$ cat src/rtl/jk_bank_sequencer.sv
// rtl/jk_bank_sequencer.sv - one-op-at-a-time J/K sequencer for a W-bit JK flip-flop bank
module jk_bank_sequencer #(
   parameter int W = 4
) (
   input  logic         CLK,
   input  logic         RST,
   input  logic         req,
   input  logic [2:0]   op,
   input  logic [W-1:0] din,
   output logic         ready,
   output logic         busy,
   output logic         done,
   output logic [W-1:0] result,
   output logic         ovf,
   output logic         err,
   output logic [W-1:0] jk_j,
   output logic [W-1:0] jk_k,
   output logic         jk_en,
   output logic         jk_rst_n,
   input  logic [W-1:0] q_in
);

   localparam logic [2:0] OP_CLR  = 3'd0;
   localparam logic [2:0] OP_LOAD = 3'd1;
   localparam logic [2:0] OP_INC  = 3'd2;
   localparam logic [2:0] OP_DEC  = 3'd3;
   localparam logic [2:0] OP_SHL  = 3'd4;
   localparam logic [2:0] OP_SHR  = 3'd5;
   localparam logic [2:0] OP_CMPL = 3'd6;
   localparam logic [2:0] OP_ILL  = 3'd7;

   typedef enum logic [1:0] {S_IDLE, S_APPLY, S_CHECK, S_DONE} state_t;

   state_t       state_q, state_d;
   logic [2:0]   op_q, op_d;
   logic [W-1:0] din_q, din_d;
   logic [W-1:0] result_q, result_d;
   logic         ovf_q, ovf_d;
   logic         err_q, err_d;

   logic [W-1:0] t_inc, t_dec, n_shl, n_shr;

   always_ff @(posedge CLK or posedge RST) begin
      if (RST) begin
         state_q  <= S_IDLE;
         op_q     <= '0;
         din_q    <= '0;
         result_q <= '0;
         ovf_q    <= 1'b0;
         err_q    <= 1'b0;
      end else begin
         state_q  <= state_d;
         op_q     <= op_d;
         din_q    <= din_d;
         result_q <= result_d;
         ovf_q    <= ovf_d;
         err_q    <= err_d;
      end
   end

   always_comb begin
      state_d = state_q;
      case (state_q)
         S_IDLE:  if (req) state_d = S_APPLY;
         S_APPLY: state_d = S_CHECK;
         S_CHECK: state_d = S_DONE;
         default: state_d = S_IDLE;
      endcase
   end

   // Toggle masks and shifted images, all derived from the pre-op bank value.
   always_comb begin
      t_inc = '0;
      t_dec = '0;
      t_inc[0] = 1'b1;
      t_dec[0] = 1'b1;
      for (int i = 1; i < W; i++) begin
         t_inc[i] = t_inc[i-1] & q_in[i-1];
         t_dec[i] = t_dec[i-1] & ~q_in[i-1];
      end
      n_shl = {q_in[W-2:0], din_q[0]};
      n_shr = {din_q[W-1], q_in[W-1:1]};
   end

   always_comb begin
      op_d     = op_q;
      din_d    = din_q;
      result_d = result_q;
      ovf_d    = ovf_q;
      err_d    = err_q;
      case (state_q)
         S_IDLE: begin
            if (req) begin
               op_d  = op;
               din_d = din;
               ovf_d = 1'b0;
               err_d = 1'b0;
            end
         end
         S_APPLY: begin
            err_d = (op_q == OP_ILL);
            case (op_q)
               OP_INC:  ovf_d = &q_in;
               OP_DEC:  ovf_d = ~|q_in;
               OP_SHL:  ovf_d = q_in[W-1];
               OP_SHR:  ovf_d = q_in[0];
               default: ovf_d = 1'b0;
            endcase
         end
         S_CHECK: result_d = q_in;
         default: ;
      endcase
   end

   always_comb begin
      ready    = (state_q == S_IDLE);
      busy     = ~ready;
      done     = (state_q == S_DONE);
      result   = result_q;
      ovf      = ovf_q;
      err      = err_q;
      jk_rst_n = ~RST;
      jk_j     = '0;
      jk_k     = '0;
      jk_en    = 1'b0;
      if (state_q == S_APPLY) begin
         jk_en = (op_q != OP_ILL);
         case (op_q)
            OP_CLR:  begin jk_j = '0;      jk_k = '1;      end
            OP_LOAD: begin jk_j = din_q;   jk_k = ~din_q;  end
            OP_INC:  begin jk_j = t_inc;   jk_k = t_inc;   end
            OP_DEC:  begin jk_j = t_dec;   jk_k = t_dec;   end
            OP_SHL:  begin jk_j = n_shl;   jk_k = ~n_shl;  end
            OP_SHR:  begin jk_j = n_shr;   jk_k = ~n_shr;  end
            OP_CMPL: begin jk_j = '1;      jk_k = '1;      end
            default: begin jk_j = '0;      jk_k = '0;      end
         endcase
      end
   end

endmodule

$ cat config.mk
export PLATFORM = sky130hd
export DESIGN_NAME = jk_bank_sequencer
export DESIGN_NICKNAME = d
export VERILOG_FILES = /design/src/rtl/jk_bank_sequencer.sv
export SDC_FILE = /design/constraint.sdc
export NUM_CORES = 1
export LEC_CHECK = 0
export BUFFER_PORTS_ARGS = -buffer_cell sky130_fd_sc_hd__buf_2
export CAP_MARGIN = 10
export CORE_MARGIN = 2
export CORE_UTILIZATION = 56
export CTS_BUF_LIST = sky130_fd_sc_hd__clkbuf_8
export DETAILED_ROUTE_END_ITERATION = 8
export HOLD_SLACK_MARGIN = 0.12
export PLACE_DENSITY = 0.87
export REMOVE_ABC_BUFFERS = 1
export SLEW_MARGIN = 20
export SYNTH_ARGS = -nofsm -noshare
export SYNTH_HDL_FRONTEND = slang
export SYNTH_SLANG_ARGS = --single-unit
$ cat constraint.sdc
create_clock -name CLK -period 3.3 [get_ports CLK]
set_clock_uncertainty 0.05 [all_clocks]
set_input_delay 0.66 -clock CLK [delete_from_list [all_inputs] [get_ports CLK]]
set_output_delay 0.66 -clock CLK [all_outputs]
set_load 0.005 [all_outputs]
# Word level (Yosys, flattened, before mapping)
# Cells that the tools add are included.
# totals
ram_bits,0
inputBits,14
output_inout_bits,19
reg_bits,15
mem_bits_ro,0
latchBits,0
memories,0
word_cells,50
# classes
n_shift,0
n_bitwise,12
magnitude_cmp,0
reduce_logical,9
n_mul,0
n_div,0
mux,11
n_addsub,0
n_eq_ne,12
# op_table
op,count
4-bit case mux with 6 select lines,2
"3-bit equality test, second input constant",4
4-bit inverter,3
4-bit two-way mux,2
"3-bit by 2-bit equality test with 1-bit output, second input constant",2
2-bit case mux with 3 select lines,1
1-bit inverter,5
1-bit AND,4
"2-bit equality test, second input constant",2
1-bit case mux with 2 select lines,2
1-bit case mux with 4 select lines,1
2-bit AND reduction,2
4-bit AND reduction,1
4-bit OR reduction,1
"3-bit by 1-bit equality test with 1-bit output, second input constant",1
3-bit zero test,1
"3-bit inequality test, second input constant",1
"2-bit by 1-bit equality test with 1-bit output, second input constant",1
2-bit zero test,1
1-bit two-way mux,2
2-bit two-way mux,1
"2-bit inequality test, second input constant",1
2-bit nonzero test,1
2-bit OR reduction,1
1-bit zero test,1

# Longest topological paths before layout
# Gate-level depths: netlist of the first run.
# logic_depth
ltp_word,5
ltp_mapped,6
mapped_depth_nobuf,6

# Least setup slack after synthesis of the first run
# Ideal clock, no wire load.
# synth_timing
kind,input-to-output
from,input port q_in[1]
to,output port jk_j[3]
t_required_ns,2.590
t_arrival_ns,1.616
path_slack_ns,0.974
cell_stages,4
path_buffers,1
path_cell_list,buf_6 or4b_4 o21ai_0 o21a_1
# synth_via
elab_chain_len,5
word_cells_on_any_way,7
cone_classes,mux: 2; bitwise: 5
# synth_lines
item,line_no,source
start: declaration,20,input logic [W-1:0] q_in
1-bit inverter,79,t_dec[i] = t_dec[i-1] & ~q_in[i-1];
1-bit AND (2 in a row),79,
4-bit case mux with 6 select lines *,128,case (op_q)
4-bit two-way mux *,126,if (state_q == S_APPLY) begin
end: declaration,16,"output logic [W-1:0] jk_j,"
# Every way passes the cells marked *; elsewhere a longest branch is shown, timed or not.

# Final worst setup path of the first run
# layout_timing
from,register op_q[1]
to,output port jk_j[2]
# layout_via
elab_chain_len,3
word_cells_on_any_way,8
cone_classes,eq/ne: 6; mux: 2
# layout_lines
item,line_no,source
start: declaration,35,"logic [2:0] op_q, op_d;"
start signal: assignment,53,op_q <= op_d;
3-bit equality test (tied with other cells),128,
4-bit case mux with 6 select lines *,128,
4-bit two-way mux *,126,
# Marks and branches as above.

==> results.cfg, run 1 <==
[global_route]
grt_pass1_vias = 839
grt_pass1_wl_microns = 3774
grt_max_degree = 20
grt_overflow = 0
antenna_found_initial = 0
grt_util_all_layers = 0.2458

[cts]
cts_tree = done
root_buffer = clkbuf_8
hold_buffers = 0
clk_latency_ns = 0.24
post_cts.repair.setup_buffers = 0
cts_inserted_buffers = 3
cts_buffer_depth = 2
clk_pin_slew_ns = 0.06
cts.sinks = 15
htreeDepth = 1
ctsResizeCount = 0

[placed_design]
gp_congestion = 0.8412
post-dp-hpwl_microns = 1773
place_area_sq_um = 1177
numPortBuffers = 32

[synthesis]
yosysWarnings = 0
yosysUniqueCellTypes = 37
synth_area_leaders = dfrtp_1 36%, mux2_2 12%, ha_1 4.9%, nand2_1 4.4%, o21ai_0 3.9%
synth_edf_count = 0
synth_top_area_cell = dfrtp_1
syn_avg_cell_area_sq_um = 9.022
synthArstFlopShare = 1.000
yosysTopAreaCellShare = 0.3650
synth_flop_cell = dfrtp_1
synth_seq_area_share = 0.3650
syn_inst = 114
synth.ff_latch_count = 15
synth_area_sq_um = 1028

[sta]
worst_slew_pin_slew_ns = 0.5478
relSlewSlack = 0.6348
fmax_mhz = 369.6
setup_tns_ns = 0
hold_violations = 0
setup_viol = 0
report.final.slew_viol_count = 0
rsz0062_at_grt = no
fin_crit_sh = 0.8198
post-route-min-period_ns = 2.705

[flow_run]
cap_violations = 0

[power]
leakagePower_nw = 0.5934
max-vdd-ir-drop_uv = 561.7
pwr_density_cell_nw_per_um2 = 964.4

[status]
outcome = finished clean

[worst_hold_path]
min_path_type = in -> async

[setup_path]
worstPathRequired_ns = 2.59
path_max_fanout = 19
endpoint_kind = primary output
crit_type = reg -> out
reg2reg_setup_slack_ns = 1.58
arrival_ns = 2.00
crit_path_start_kind = register

[route]
routedWlPerCell_microns = 13.69
viasPerCell = 5.766
wl_microns = 2287
via_count = 963
first_pass_iters = 4
post-route-drc-count = 0
drtIter0Drc = 13
final_antenna_net_count = 0

[final_layout]
drive_above_1_share = 0.3592
area.growth.synth_to_final_pct = 18.98
final_area_sq_um = 1224
fin_nets = 161
antenna_cells = 0

[die]
ioPinCount = 33
num_rows = 15
fp.dieW_microns = 46.86
start_util = 0.5957
fp.dieH_microns = 46.86
die-area_sq_um = 2195
fp.coreArea_sq_um = 1727
placed cells by master (no fill, tap or decap), types with 3 or more instances in the layout:
cell type  count
buf_2         32
dfrtp_1       15
nand2_1       12
mux2_2        11
inv_1          8
o21ai_0        8
nor2_1         6
a21oi_1        6
nand3_1        4
ha_1           4
nand2b_1       3
nor3_1         3
clkbuf_8       3
worst max-delay path, stage by stage, from the launching register on:
cell and delay (ns):
dfrtp_1 0.69, nand2b_1 0.26, o31ai_1 0.30, o21ai_0 0.14
a311oi_1 0.21, buf_2 0.15
flip-flops by register name, summed over array words and instances, names as in the netlist:
name     count
result       4
din_q        4
ovf          1
state_q      2
err          1
op_q         3
cells in the mapped netlist (all sizes together) (2+ instances only):
library cell / instances
a21oi: 6
and2: 2
buf: 6
clkbuf: 3
dfrtp: 15
ha: 4
inv: 8
mux2: 11
nand2: 12
nand2b: 3
nand3: 4
nor2: 6
nor2b: 2
nor3: 3
o21ai: 9
o22ai: 2
o311a: 2
path summary, 6_finish.rpt:
kind | from | end | cells after the start
min in group CLK | din_q[3] | din_q[3] | 1
hold reg to reg | din_q[3] | din_q[3] | 1
hold / removal | RST | op_q[1] | 3
setup reg to reg | op_q[0] | ovf | 4
setup / recovery | op_q[1] | jk_j[2] | 5
max in group asynchronous | RST | result[1] | 3
power breakdown:
group	total [mW]	switching [mW]	internal, mW
logic	0.622	0.311	0.311
clock network	0.148	0.0649	0.0835
registers	0.409	0.131	0.279
layer usage:
layer / global-route usage / vias to the layer above / part of all wire
met1: 0.3204 / 461 / 0.44
met4: 0.1278 / 0 / 0.025
met2: 0.3918 / 34 / 0.50
met3: 0.04231 / 9 / 0.038
li1: - / 459 / -
met5: 0 / - / 0
layout make-up:
type | count | area, sq um
Sequential cell | 15 | 375.4
Clock inverter | 1 | 5.005
Tap cell | 25 | 31.28
Multi-Input combinational cell | 82 | 573.1
Clock buffer | 3 | 41.29
Timing Repair Buffer | 33 | 167.7
Inverter | 8 | 30.03
Fill cell | 162 | 503.0
stage by stage:
step	hold WS [ns]	setup WS (ns)	total power, mW	util	cells
floorplan	0.4212	1.091	0.8039	-	105
global placement	0.4354	0.8157	0.9943	0.6819	163
detailed placement	0.4381	0.8070	1.035	0.6819	163
CTS	0.3550	0.5767	1.186	0.7087	167
global route	0.3874	0.3997	1.288	0.7087	167
finish	0.3514	0.5947	1.180	0.7087	167
cells by family after synthesis:
group | Yosys count | synth area share
simple gates | 33 | 0.1557
compound gates | 32 | 0.2141
buf+inv | 17 | 0.07786
flops | 15 | 0.3650
mux | 12 | 0.1302
fa+ha+maj | 4 | 0.04866
xor+xnor | 1 | 0.008517
(Power assumes the default switching activity.)
==> inputs of run 2 (changes only) <==
CORE_UTILIZATION = 47   (was 56)
PLACE_DENSITY = 0.78   (was 0.87)
clock period = 2.25 ns   (was 3.3 ns; I/O delays follow)
==> results.cfg, run 2 (same netlist as run 1, synthesis figures left out) <==
[status]
outcome = finished clean

[cts]
cts_buffer_depth = 2
cts_inserted_buffers = 3
cts.sinks = 15
clk_pin_slew_ns = 0.06
cts_tree = done
root_buffer = clkbuf_8
clk_latency_ns = 0.25
htreeDepth = 1
post_cts.repair.setup_buffers = 0

[die]
num_rows = 16
start_util = 0.5087
die-area_sq_um = 2579
fp.coreArea_sq_um = 2022
fp.dieW_microns = 50.78
fp.dieH_microns = 50.78
ioPinCount = 33

[worst_hold_path]
min_path_type = in -> async

[route]
drtIter0Drc = 28
post-route-drc-count = 0
via_count = 961
final_antenna_net_count = 0
wl_microns = 2294
viasPerCell = 5.587
routedWlPerCell_microns = 13.34
first_pass_iters = 4

[sta]
rsz0062_at_grt = yes
fin_crit_sh = 0.9447
hold_violations = 0
hold_slack_ns = 0.1576
relSlewSlack = 0.7507
setup_tns_ns = 0
post-route-min-period_ns = 2.126
report.final.slew_viol_count = 0
fmax_mhz = 470.5
worst_slew_pin_slew_ns = 0.3693
setup_viol = 0

[power]
max-vdd-ir-drop_uv = 851.3
pwr_density_cell_nw_per_um2 = 1410
leakagePower_nw = 0.6078

[final_layout]
fillers = 187
area.growth.synth_to_final_pct = 22.14
fin_nets = 164
layout_commonest_cell = buf_2
drive_above_1_share = 0.3862
antenna_cells = 0
final_cell_mix = 32 x buf_2, 14 x dfrtp_1, 12 x nand2_1

[placed_design]
gp_congestion = 0.8394
post-dp-hpwl_microns = 1774
numPortBuffers = 32

[setup_path]
max_stage_delay_ns = 0.51
endpoint = jk_j[3]
path_max_fanout = 9
worstPathRequired_ns = 1.75
slowest_stage = or4b_4
reg2reg_setup_slack_ns = 0.65
rr_endpoint = op_q[2]
path_cells = or4b_4, o21ai_0, o21a_1, buf_2
worstReg2RegStart = state_q[0]
r2r_cells = 4
startpoint = op_q[0]
endpoint_kind = primary output
crit_path_start_kind = register
crit_type = reg -> out
arrival_ns = 1.63

[global_route]
grt_pass1_vias = 904
grt_overflow = 0
grt_max_degree = 17
antenna_found_initial = 0
grt_pass1_wl_microns = 3850
grt_util_all_layers = 0.1982

[flow_run]
cap_violations = 0
## run 2: changes by cell type in the layout (fill, tap and decap cells not counted)
cell,delta
dfrtp_1,-1
ha_2,+1
ha_1,-1
dfrtp_2,+1
inv_1,+1
o31ai_2,+1
o31ai_1,-1
buf_4,+3
clkinv_2,-1
## run 2: area by class of cell
type | instances | area [sq um] | share of cell area
repair buffers | 36 | 190.2 | 0.1514
well taps | 27 | 33.78 | 0.02689
flip-flops and latches | 15 | 376.6 | 0.2998
inverters | 8 | 30.03 | 0.02390
multi-input cells | 82 | 580.6 | 0.4622
clock buffers | 3 | 41.29 | 0.03287
clock inverters | 1 | 3.754 | 0.002988
## run 2: layer usage
layer,wire [microns],vias up,track usage
li1,-,468,-
met1,1038,456,0.2500
met2,1102,35,0.3333
met3,135,2,0.03869
met4,17,0,0.07658
met5,0,-,0
## run 2: what timing repair did
| item | CTS | global route |
|---|---|---|
| setup endpoints to repair | 0 | 3 |
| hold buffers | 0 | 0 |
| gates resized for setup | 0 | 3 |
## run 2: critical path: cells and delay by family (launching register included)
| kind | cells | cell delay [ns] |
|---|---|---|
| compound gates | 2 | 0.32 |
| buf+inv | 1 | 0.10 |
| flops | 1 | 0.46 |
| simple gates | 1 | 0.51 |
## run 2: power by group
group / leakage [nW] / internal [mW] / switching [mW] / total (mW)
Combinational: 0.402 / 0.496 / 0.545 / 1.04
Clock: 0.0269 / 0.121 / 0.0895 / 0.210
Sequential: 0.179 / 0.413 / 0.107 / 0.520
## run 2: worst min-delay path by stage
| stage | cells past startpoint | endpoint | from | slack (ns) |
|---|---|---|---|---|
| after global placement | 3 | op_q[0] | RST | 0.42 |
| after CTS | 3 | state_q[1] | RST | 0.16 |
| after detailed placement | 3 | op_q[1] | RST | 0.43 |
| after global routing | 3 | op_q[1] | RST | 0.19 |
| final | 3 | op_q[2] | RST | 0.16 |
| after floorplan | 1 | din_q[0] | RST | 0.32 |
## run 2: metrics by stage
stage	setup WS, ns	std cells	area [sq um]	total power [mW]	util
floorplan	0.3909	105	978.4	1.179	-
detailed placement	0.1945	168	1202	1.550	0.5947
global route	-0.005684	172	1256	1.942	0.6213
finish	0.1244	172	1256	1.771	0.6213
CTS	0.04852	172	1247	1.768	0.6170
global placement	0.1946	168	1202	1.514	0.5947
==> inputs of run 3 (changes only) <==
CORE_UTILIZATION = 40   (was 47)
MAX_ROUTING_LAYER = met4   (was default)
PLACE_DENSITY = default   (was 0.78)
PLACE_DENSITY_LB_ADDON = 0.12   (was default)
==> results.cfg, run 3 (same netlist as run 1, synthesis figures left out) <==
[status]
outcome = finished clean

[final_layout]
drive_above_1_share = 0.3919
layout_commonest_cell = buf_2
final_cell_mix = 32 x buf_2, 14 x dfrtp_1, 12 x nand2_1
fin_nets = 167
antenna_cells = 0
post-route-util = 0.5204
area.growth.synth_to_final_pct = 24.21

[setup_path]
max_stage_delay_ns = 0.37
crit_buf_inv = 3
worstReg2RegStart = state_q[0]
rr_endpoint = din_q[1]
arrival_ns = 1.58
r2r_cells = 4
reg2reg_setup_slack_ns = 0.62
critPathTopFamily = buffers and inverters
endpoint_kind = primary output
crit_path_start_kind = register
path_max_fanout = 13
crit_type = reg -> out
path_cells = buf_4, inv_1, nand2_1, a21oi_1, o311a_1, buf_2
slowest_stage = dfrtp_1
worstPathRequired_ns = 1.75

[sta]
fin_crit_sh = 0.9222
setup_viol = 0
hold_slack_ns = 0.1618
hold_violations = 0
report.final.slew_viol_count = 0
post-route-min-period_ns = 2.075
relSlewSlack = 0.7543
fmax_mhz = 481.9
worst_slew_pin_slew_ns = 0.3676
setup_tns_ns = 0
rsz0062_at_grt = no

[die]
fp.dieH_microns = 54.71
start_util = 0.4190
num_rows = 18
fp.dieW_microns = 54.71
fp.coreArea_sq_um = 2455
die-area_sq_um = 2993
ioPinCount = 33

[placed_design]
post-dp-hpwl_microns = 1892
numPortBuffers = 32
gp_congestion = 0.8540

[cts]
post_cts.repair.setup_buffers = 0
cts_inserted_buffers = 3
cts_tree = done
cts_buffer_depth = 2
clk_pin_slew_ns = 0.06
htreeDepth = 1
root_buffer = clkbuf_8
cts.sinks = 15
clk_latency_ns = 0.24

[route]
wl_microns = 2366
final_antenna_net_count = 0
first_pass_iters = 4
routedWlPerCell_microns = 13.29
via_count = 1001
post-route-drc-count = 0
drtIter0Drc = 22
viasPerCell = 5.624

[flow_run]
cap_violations = 0

[power]
pwr_density_cell_nw_per_um2 = 1394
max-vdd-ir-drop_uv = 708.5
leakagePower_nw = 0.6208

[global_route]
grt_util_all_layers = 0.1808
antenna_found_initial = 0
grt_overflow = 0
grt_pass1_wl_microns = 3788
grt_pass1_vias = 892
grt_max_degree = 17

[worst_hold_path]
min_path_type = in -> async
[run 3: changes by cell type in the layout (fill, tap and decap cells not counted), sizes merged]
cell / previous run / this run
buf: 36 / 39
[run 3: worst max-delay path by stage]
stage          cells past startpoint      end  startpoint
3_5_place_dp                       5  jk_j[3]     q_in[1]
5_1_grt                            6  jk_k[2]     op_q[0]
3_3_place_gp                       5  jk_j[3]     q_in[1]
6_report                           6  jk_j[1]     op_q[2]
4_1_cts                            5  jk_k[1]  state_q[1]
2_1_floorplan                      4  jk_j[2]     op_q[2]
[run 3: cell type report]
class | count | area, sq um
fillers | 247 | 1177
multi-input cells | 82 | 575.6
flip-flops and latches | 15 | 376.6
repair buffers | 39 | 212.7
clock buffers | 3 | 41.29
well taps | 30 | 37.54
inverters | 8 | 30.03
clock inverters | 1 | 3.754
[run 3: through the flow]
step | instance area (sq um) | cells | setup WS (ns) | total power [mW]
after floorplan | 978.4 | 105 | 0.3909 | 1.179
after global routing | 1277 | 178 | 0.04370 | 1.964
after global placement | 1229 | 174 | 0.2224 | 1.547
final | 1277 | 178 | 0.1749 | 1.780
after detailed placement | 1229 | 174 | 0.2189 | 1.580
after CTS | 1274 | 178 | 0.03701 | 1.792
[run 3: metal layers]
layer | global-route usage | vias to the layer above | wire [microns] | share of wire
met2 | 0.2976 | 35 | 1163 | 0.49
met1 | 0.2205 | 479 | 1028 | 0.43
met4 | 0.06667 | 0 | 27 | 0.011
met3 | 0.03005 | 5 | 146 | 0.062
li1 | - | 482 | - | -
met5 | - | - | 0 | 0
[run 3: timing repair]
action,CTS,global route
endpoints found under the setup margin,0,4
resized for setup,0,2
hold buffers,0,0
[run 3: power breakdown]
group / switching (mW) / leakage [nW] / internal (mW) / total [mW]
combinational: 0.559 / 0.415 / 0.508 / 1.07
clock: 0.0852 / 0.0269 / 0.120 / 0.206
sequential: 0.0946 / 0.179 / 0.413 / 0.507
total: 0.739 / 0.621 / 1.04 / 1.78
[run 3: worst reg2reg max path, stage by stage, from the launching register on]
cell and delay, ns:
dfrtp_1 0.40, inv_1 0.09, ha_1 0.27, nand2_1 0.31
mux2_2 0.39
